--- src/rtl/data_cache.sv ---
// -----------------------------------------------------------------------------
// data_cache
//
// Direct-mapped, write-through data cache with one data word per line, placed
// between the CPU memory stage and data_mem. Loads that hit are answered
// combinationally. A load miss stalls for exactly two cycles (the IDLE miss
// cycle plus one FILL cycle) while the line is fetched from data_mem. Stores
// always go straight through to data_mem in the same cycle, so data_mem
// always holds current data and the cache never needs a write-back path.
//
// Ports:
//   clk, rst            clock and synchronous active-high reset
//   AddrMode [2:0]      access size: DATA_ADDR_MODE_B, DATA_ADDR_MODE_BU,
//                       anything else is a word access
//   A, WD, WE, RE       CPU byte address, store data, store / load request
//   RD                  load data, valid when RE && !stall
//   stall               hold the pipeline (CPU keeps A/RE/AddrMode stable)
//   mem_A, mem_WD,
//   mem_WE, mem_AddrMode  request to data_mem
//   mem_RD              combinational read data from data_mem
//   hit_count,
//   miss_count          statistics counters
//
// Optional feature:
//   DCACHE_STATS_EN     when defined, hit_count / miss_count are saturating
//                       counters; otherwise no counter registers exist and
//                       both ports are tied to zero.
// -----------------------------------------------------------------------------
module data_cache #(
    parameter int DATA_WIDTH = 32,
    parameter int ADDR_WIDTH = 32,
    parameter int SETS       = 64
) (
    input  logic                  clk,
    input  logic                  rst,
    input  logic [2:0]            AddrMode,
    input  logic [ADDR_WIDTH-1:0] A,
    input  logic [DATA_WIDTH-1:0] WD,
    input  logic                  WE,
    input  logic                  RE,
    output logic [DATA_WIDTH-1:0] RD,
    output logic                  stall,
    output logic [ADDR_WIDTH-1:0] mem_A,
    output logic [DATA_WIDTH-1:0] mem_WD,
    output logic                  mem_WE,
    output logic [2:0]            mem_AddrMode,
    input  logic [DATA_WIDTH-1:0] mem_RD,
    output logic [31:0]           hit_count,
    output logic [31:0]           miss_count
);

    // Access-size encodings shared with data_mem (def.sv).
    localparam logic [2:0] DATA_ADDR_MODE_W  = 3'd0;
    localparam logic [2:0] DATA_ADDR_MODE_B  = 3'd1;
    localparam logic [2:0] DATA_ADDR_MODE_BU = 3'd2;

    localparam int IDX_W = $clog2(SETS);
    localparam int TAG_W = ADDR_WIDTH - IDX_W - 2;
    localparam logic [IDX_W-1:0] IDX_ONE = IDX_W'(1);

    typedef enum logic {
        IDLE,
        FILL
    } state_t;

    state_t state_q, state_d;

    logic [SETS-1:0]       valid_q, valid_d;
    logic [TAG_W-1:0]      tag_q  [SETS];
    logic [TAG_W-1:0]      tag_d  [SETS];
    logic [DATA_WIDTH-1:0] data_q [SETS];
    logic [DATA_WIDTH-1:0] data_d [SETS];

    logic [IDX_W-1:0]      idx;
    logic [IDX_W-1:0]      idx_next;
    logic [TAG_W-1:0]      tag;
    logic                  is_byte;
    logic                  unaligned_word;
    logic [DATA_WIDTH-1:0] line_data;
    logic                  line_hit;
    logic                  load_hit;
    logic [7:0]            byte_val;
    logic [DATA_WIDTH-1:0] hit_rd;

    assign idx      = A[IDX_W+1:2];
    assign idx_next = idx + IDX_ONE;
    assign tag      = A[ADDR_WIDTH-1:IDX_W+2];

    assign is_byte        = (AddrMode == DATA_ADDR_MODE_B) || (AddrMode == DATA_ADDR_MODE_BU);
    // Unaligned word accesses bypass the cache entirely, so they can never hit.
    assign unaligned_word = !is_byte && (A[1:0] != 2'b00);

    assign line_data = data_q[idx];
    assign line_hit  = valid_q[idx] && (tag_q[idx] == tag) && !unaligned_word;
    assign load_hit  = (state_q == IDLE) && RE && !WE && line_hit;

    assign byte_val = line_data[{A[1:0], 3'b000} +: 8];

    always_comb begin
        hit_rd = line_data;
        if (AddrMode == DATA_ADDR_MODE_B) begin
            hit_rd = {{(DATA_WIDTH-8){byte_val[7]}}, byte_val};
        end else if (AddrMode == DATA_ADDR_MODE_BU) begin
            hit_rd = {{(DATA_WIDTH-8){1'b0}}, byte_val};
        end
    end

    // State register and array storage. Tag and data arrays need no reset
    // because every line is guarded by its valid bit.
    always_ff @(posedge clk) begin
        if (rst) begin
            state_q <= IDLE;
            valid_q <= '0;
        end else begin
            state_q <= state_d;
            valid_q <= valid_d;
        end
        tag_q  <= tag_d;
        data_q <= data_d;
    end

    // Next-state and line-update logic.
    always_comb begin
        state_d = state_q;
        valid_d = valid_q;
        tag_d   = tag_q;
        data_d  = data_q;
        case (state_q)
            IDLE: begin
                if (WE) begin
                    if (!is_byte && (A[1:0] == 2'b00)) begin
                        valid_d[idx] = 1'b1;
                        tag_d[idx]   = tag;
                        data_d[idx]  = WD;
                    end else begin
                        // Byte stores zero A+1..A+3 in data_mem and unaligned
                        // word stores span two words, so any store that is not
                        // an aligned word may touch the following line too.
                        valid_d[idx] = 1'b0;
                        if (A[1:0] != 2'b00) begin
                            valid_d[idx_next] = 1'b0;
                        end
                    end
                end else if (RE && !line_hit) begin
                    state_d = FILL;
                end
            end
            FILL: begin
                state_d = IDLE;
                if (!unaligned_word) begin
                    valid_d[idx] = 1'b1;
                    tag_d[idx]   = tag;
                    data_d[idx]  = mem_RD;
                end
            end
            default: state_d = IDLE;
        endcase
    end

    // Output logic. During reset the bus is quiet and no data is returned.
    always_comb begin
        stall        = 1'b0;
        RD           = '0;
        mem_A        = A;
        mem_WD       = WD;
        mem_WE       = 1'b0;
        mem_AddrMode = AddrMode;
        if (!rst) begin
            case (state_q)
                IDLE: begin
                    mem_WE = WE;
                    if (!WE && RE) begin
                        if (line_hit) begin
                            RD = hit_rd;
                        end else begin
                            stall = 1'b1;
                        end
                    end
                end
                FILL: begin
                    mem_AddrMode = DATA_ADDR_MODE_W;
                    if (unaligned_word) begin
                        // Uncached load completes directly from data_mem.
                        RD = mem_RD;
                    end else begin
                        mem_A = {A[ADDR_WIDTH-1:2], 2'b00};
                        stall = 1'b1;
                    end
                end
                default: ;
            endcase
        end
    end

`ifdef DCACHE_STATS_EN
    logic [31:0] hit_count_q, hit_count_d;
    logic [31:0] miss_count_q, miss_count_d;

    // Saturating counters; a miss is counted on every IDLE->FILL transition,
    // including uncached loads.
    always_comb begin
        hit_count_d  = hit_count_q;
        miss_count_d = miss_count_q;
        if (load_hit && (hit_count_q != 32'hFFFF_FFFF)) begin
            hit_count_d = hit_count_q + 32'd1;
        end
        if ((state_q == IDLE) && (state_d == FILL) && (miss_count_q != 32'hFFFF_FFFF)) begin
            miss_count_d = miss_count_q + 32'd1;
        end
    end

    always_ff @(posedge clk) begin
        if (rst) begin
            hit_count_q  <= '0;
            miss_count_q <= '0;
        end else begin
            hit_count_q  <= hit_count_d;
            miss_count_q <= miss_count_d;
        end
    end

    assign hit_count  = hit_count_q;
    assign miss_count = miss_count_q;
`else
    logic unused_stats;
    assign unused_stats = load_hit;
    assign hit_count    = 32'd0;
    assign miss_count   = 32'd0;
`endif

endmodule
--- config.mk ---
export PLATFORM = sky130hd
export DESIGN_NAME = data_cache
export DESIGN_NICKNAME = d
export VERILOG_FILES = /design/src/rtl/data_cache.sv
export SDC_FILE = /design/constraint.sdc
export NUM_CORES = 2
export LEC_CHECK = 0
export CAP_MARGIN = 20
export CORE_ASPECT_RATIO = 2
export CORE_UTILIZATION = 40
export CTS_CLUSTER_SIZE = 10
export DETAILED_ROUTE_END_ITERATION = 7
export SYNTH_ARGS = -nofsm -noshare
export SYNTH_HDL_FRONTEND = slang
export SYNTH_SLANG_ARGS = --single-unit
--- constraint.sdc ---
create_clock -name clk -period 6.9 [get_ports clk]
set_input_delay 1.38 -clock clk [delete_from_list [all_inputs] [get_ports clk]]
set_output_delay 1.38 -clock clk [all_outputs]
set_load 0.05 [all_outputs]
==> results.rst <==
.. list-table::
   :header-rows: 1

   * - Metric
     - Value
   * - Violation count after the first detailed-route iteration
     - 16100
   * - Top-count cell post-synth
     - edfxtp_1
   * - Maximum buffer depth of the clock tree
     - 4
   * - Total of buffers placed on input and output ports
     - roughly 200
   * - Fin. Hold Viols
     - 0
   * - Top cell type's share of synthesized area
     - 0.714
   * - Vertical extent of the die
     - 870 um
   * - Endpoint of the worst register-to-register path
     - data_q[1658]
   * - Pre-Repair DR Iteration Count
     - 8
   * - Total core area
     - ~0.37 mm^2
   * - Remaining max-slew budget at the tightest pin
     - 0.0794
   * - Violated checks
     - setup timing
   * - Clock latency on the worst-skew pair
     - 1.00 ns
   * - Number of storage elements in the synthesis netlist
     - around 3600
   * - Arrival time worst endpoint
     - ~5.7 ns
   * - Layout overhead on the synthesized area
     - 17.9%
   * - Sink Count
     - ~3600
   * - Post-DP HPWL
     - about 440000 um
   * - Commonest cells in the netlist
     - 3584 x edfxtp_1, 2188 x nor2_1, 559 x clkbuf_1, 517 x a22oi_1, 499 x mux2i_1
   * - Aggregate global-route resource usage
     - 0.354
   * - Vias in the first global route
     - ~110k
   * - Total via count in the routed design
     - approximately 110k
   * - RSZ-0062 raised after global routing
     - true
   * - Yosys synthesis warning count
     - 0
   * - Part of the total power dissipated in the clock network
     - 0.405
   * - Max capacitance violation total
     - 0
   * - Slew Limit Fails
     - 0
   * - Critical path fanouts, max
     - 13
   * - Number of antenna violations at the first check in global routing
     - a little under 50
   * - Startpoint Class
     - input port
   * - Initial standard-cell utilization of the core
     - 0.402
   * - CTS tree
     - done
   * - Internal power
     - roughly 36 mW
   * - Comb pwr share
     - 0.088
   * - Asr flop ratio synth
     - 0
   * - Share of cells above drive strength 1
     - 0.198
   * - Placed insts
     - approximately 16000
   * - Sequential fraction of the synthesis area
     - 0.723
   * - Global route total overflow
     - 0
   * - Skew final
     - 0.0814 ns
   * - Primary FF master, synth
     - edfxtp_1
   * - Drt via density
     - between 6 and 7
   * - Power spent charging and discharging nets
     - about 12 mW
   * - Maximum vdd drop
     - roughly 210 uV
   * - Clock period minus worst slack
     - approximately 7 ns
   * - RePlAce Congestion
     - ~1
   * - Number of enable flip-flop cells after synthesis
     - about 3600
   * - Startpoint of the worst-slack reg-to-reg timing path
     - state_q
   * - Launching element of the worst setup path
     - A[3]
   * - Cell Area, Synth
     - between 0.15 and 0.2 mm^2
   * - H-Tree Level Count
     - 5
   * - Total detailed-routing wirelength
     - 689000 um
   * - First-pass GRT wire length
     - slightly above 900000 um
   * - Reg2Reg Setup Slack
     - around 3.1 ns
   * - DRC Markers
     - 0
   * - R2R depth
     - 4
   * - Setup CP Type
     - input port to output port
   * - Total number of placement rows
     - about 320
   * - CTS buffer count
     - ~400
   * - Required time of the worst setup path
     - 5.52 ns
   * - Number of nets in the finished design
     - 11200
   * - Largest net degree at the start of global routing
     - 68
   * - Root buf cell
     - clkbuf_16
   * - Min-Delay Startpoint
     - valid_q[62]
   * - Clock transition at the registers of the reported paths
     - 0.06 ns
   * - Chip Width
     - ~440 um
   * - Endpoint class of the critical path
     - output port
   * - Power consumption
     - about 48 mW
   * - Library cell occupying the most area in the post-synthesis netlist
     - edfxtp_1
   * - Pwr/cell area
     - roughly 270 mW/mm^2
   * - I/O Pins
     - about 270
   * - Fraction of power spent switching nets
     - 0.244
   * - Result of the run
     - finished with violations
   * - Antenna Violating Nets Remaining
     - 0
   * - Synth Instances
     - 10400
   * - Capturing instance or port of the critical path
     - RD[2]
   * - Sequential power share
     - 0.508
   * - Final setup fails
     - 17
   * - Post-route fraction of the period consumed by the critical path
     - 1.02
   * - Number of distinct standard cells referenced by the synthesized netlist
     - 92
   * - Transition at the pin with the smallest max-transition slack
     - around 1.4 ns
   * - Average instance area after synthesis
     - 14.6 um^2
   * - Count of non-filler cells in the finished layout
     - around 16000
   * - Die Outline Area
     - around 0.38 mm^2
   * - Final WS setup
     - -0.128 ns
   * - FMAX
     - around 140 MHz
   * - Synth top area cells
     - edfxtp_1 71%, nor2_1 5.5%, mux2i_1 3.3%
   * - Final routed wire length divided by cell count
     - roughly 42 um
   * - Leak pwr
     - 56.1 nW
   * - Hold Path Class
     - flip-flop to flip-flop
-- metrics by stage --
step / util / TNS (ns) / area (um^2) / hold WS (ns) / worst slack, ns
2_1_floorplan: - / 0 / 151000 / 0.450 / 1.11
4_1_cts: 0.473 / 0 / 177000 / 0.475 / 0.00143
6_report: 0.474 / -0.714 / 178000 / 0.478 / -0.128
5_1_grt: 0.474 / -0.00725 / 178000 / 0.504 / -0.00326
3_5_place_dp: 0.442 / -17.95 / 166000 / 0.467 / -0.645
3_3_place_gp: 0.442 / -21.87 / 166000 / 0.461 / -1.48
-- state kept, by name, summed over array words and instances (netlist names) --
signal,cells
valid_q,64
tag_q,1536
data_q,2048
state_q,1
-- metal layers --
metal	up-vias	share of wire	global-route usage
li1	40800	-	-
met1	54400	0.30	0.373
met2	9211	0.47	0.571
met3	2913	0.10	0.0731
met4	24	0.13	0.373
met5	-	0.00023	0
-- worst min-delay path by stage --
stage                             end  depth (start not counted)
after floorplan           valid_q[55]                          2
after CTS                 valid_q[62]                          2
after global placement    valid_q[57]                          2
final                     valid_q[62]                          2
after global routing       valid_q[6]                          2
after detailed placement  valid_q[22]                          2
-- power groups by stage --
stage	sequential [mW]	clock, mW	combinational, mW
finish	24.2	19.3	4.18
global route	24.2	20.0	4.13
CTS	24.2	19.3	3.93
detailed placement	24.7	0	3.87
global placement	24.7	0	3.85
floorplan	24.7	0	1.67
-- cell type report --
type	count	area, um^2
repair buffers	1335	13500
clock inverters	20	265
multi-input cells	5651	37700
well taps	4960	6210
diodes	44	110
clock buffers	493	10600
flip-flops and latches	3649	109000
inverters	73	422
fillers	32300	197000
-- logic make-up (layout without fill, tap and decap cells) --
logic type,count (synthesis),count (layout),synth area share
AO/OA/AOI/OAI,1842,1842,0.0878
buffers and inverters,1115,1921,0.0361
multiplexers,853,853,0.0732
flip-flops,3649,3649,0.723
adder cells (fa/ha/maj),1,1,0.0000830
other,1,108,0.0000249
XOR/XNOR,27,27,0.00157
AND/OR/NAND/NOR,2864,2864,0.0784
-- timing repair --
item                                    4_1_cts  5_1_grt
hold buffers                                  0        0
cloned                                        5        2
endpoints found under the setup margin       33       33
setup buffers                                19        4
resized for setup                            58       51
pin swaps                                     7       11
-- worst max-delay path, stage by stage --
cell and delay, ns:
buf_12 0.14, nor3b_4 0.25, buf_12 0.17, a22o_1 0.20, a221oi_1 0.76, a31oi_1 0.20
buf_4 0.21, a211o_1 0.28, buf_12 0.18, nor3_2 0.41, mux2i_1 0.16, buf_4 0.22
o2bb2ai_1 0.22, a21oi_1 0.11, buf_4 0.18, a2bb2o_1 0.31, buf_12 0.16
-- cells in the final DEF, fill, tap and decap left out, types with 161 or more instances in the layout --
cell / n
a22oi_1: 516
nand2_1: 201
edfxtp_1: 3584
o22ai_1: 205
nor2_1: 2179
mux4_2: 182
clkbuf_16: 412
o21ai_0: 161
a221oi_1: 208
mux2i_1: 466
mux2_2: 162
buf_12: 219
buf_4: 921
a21oi_1: 220
Note: power is estimated with default switching activity, not from simulation.
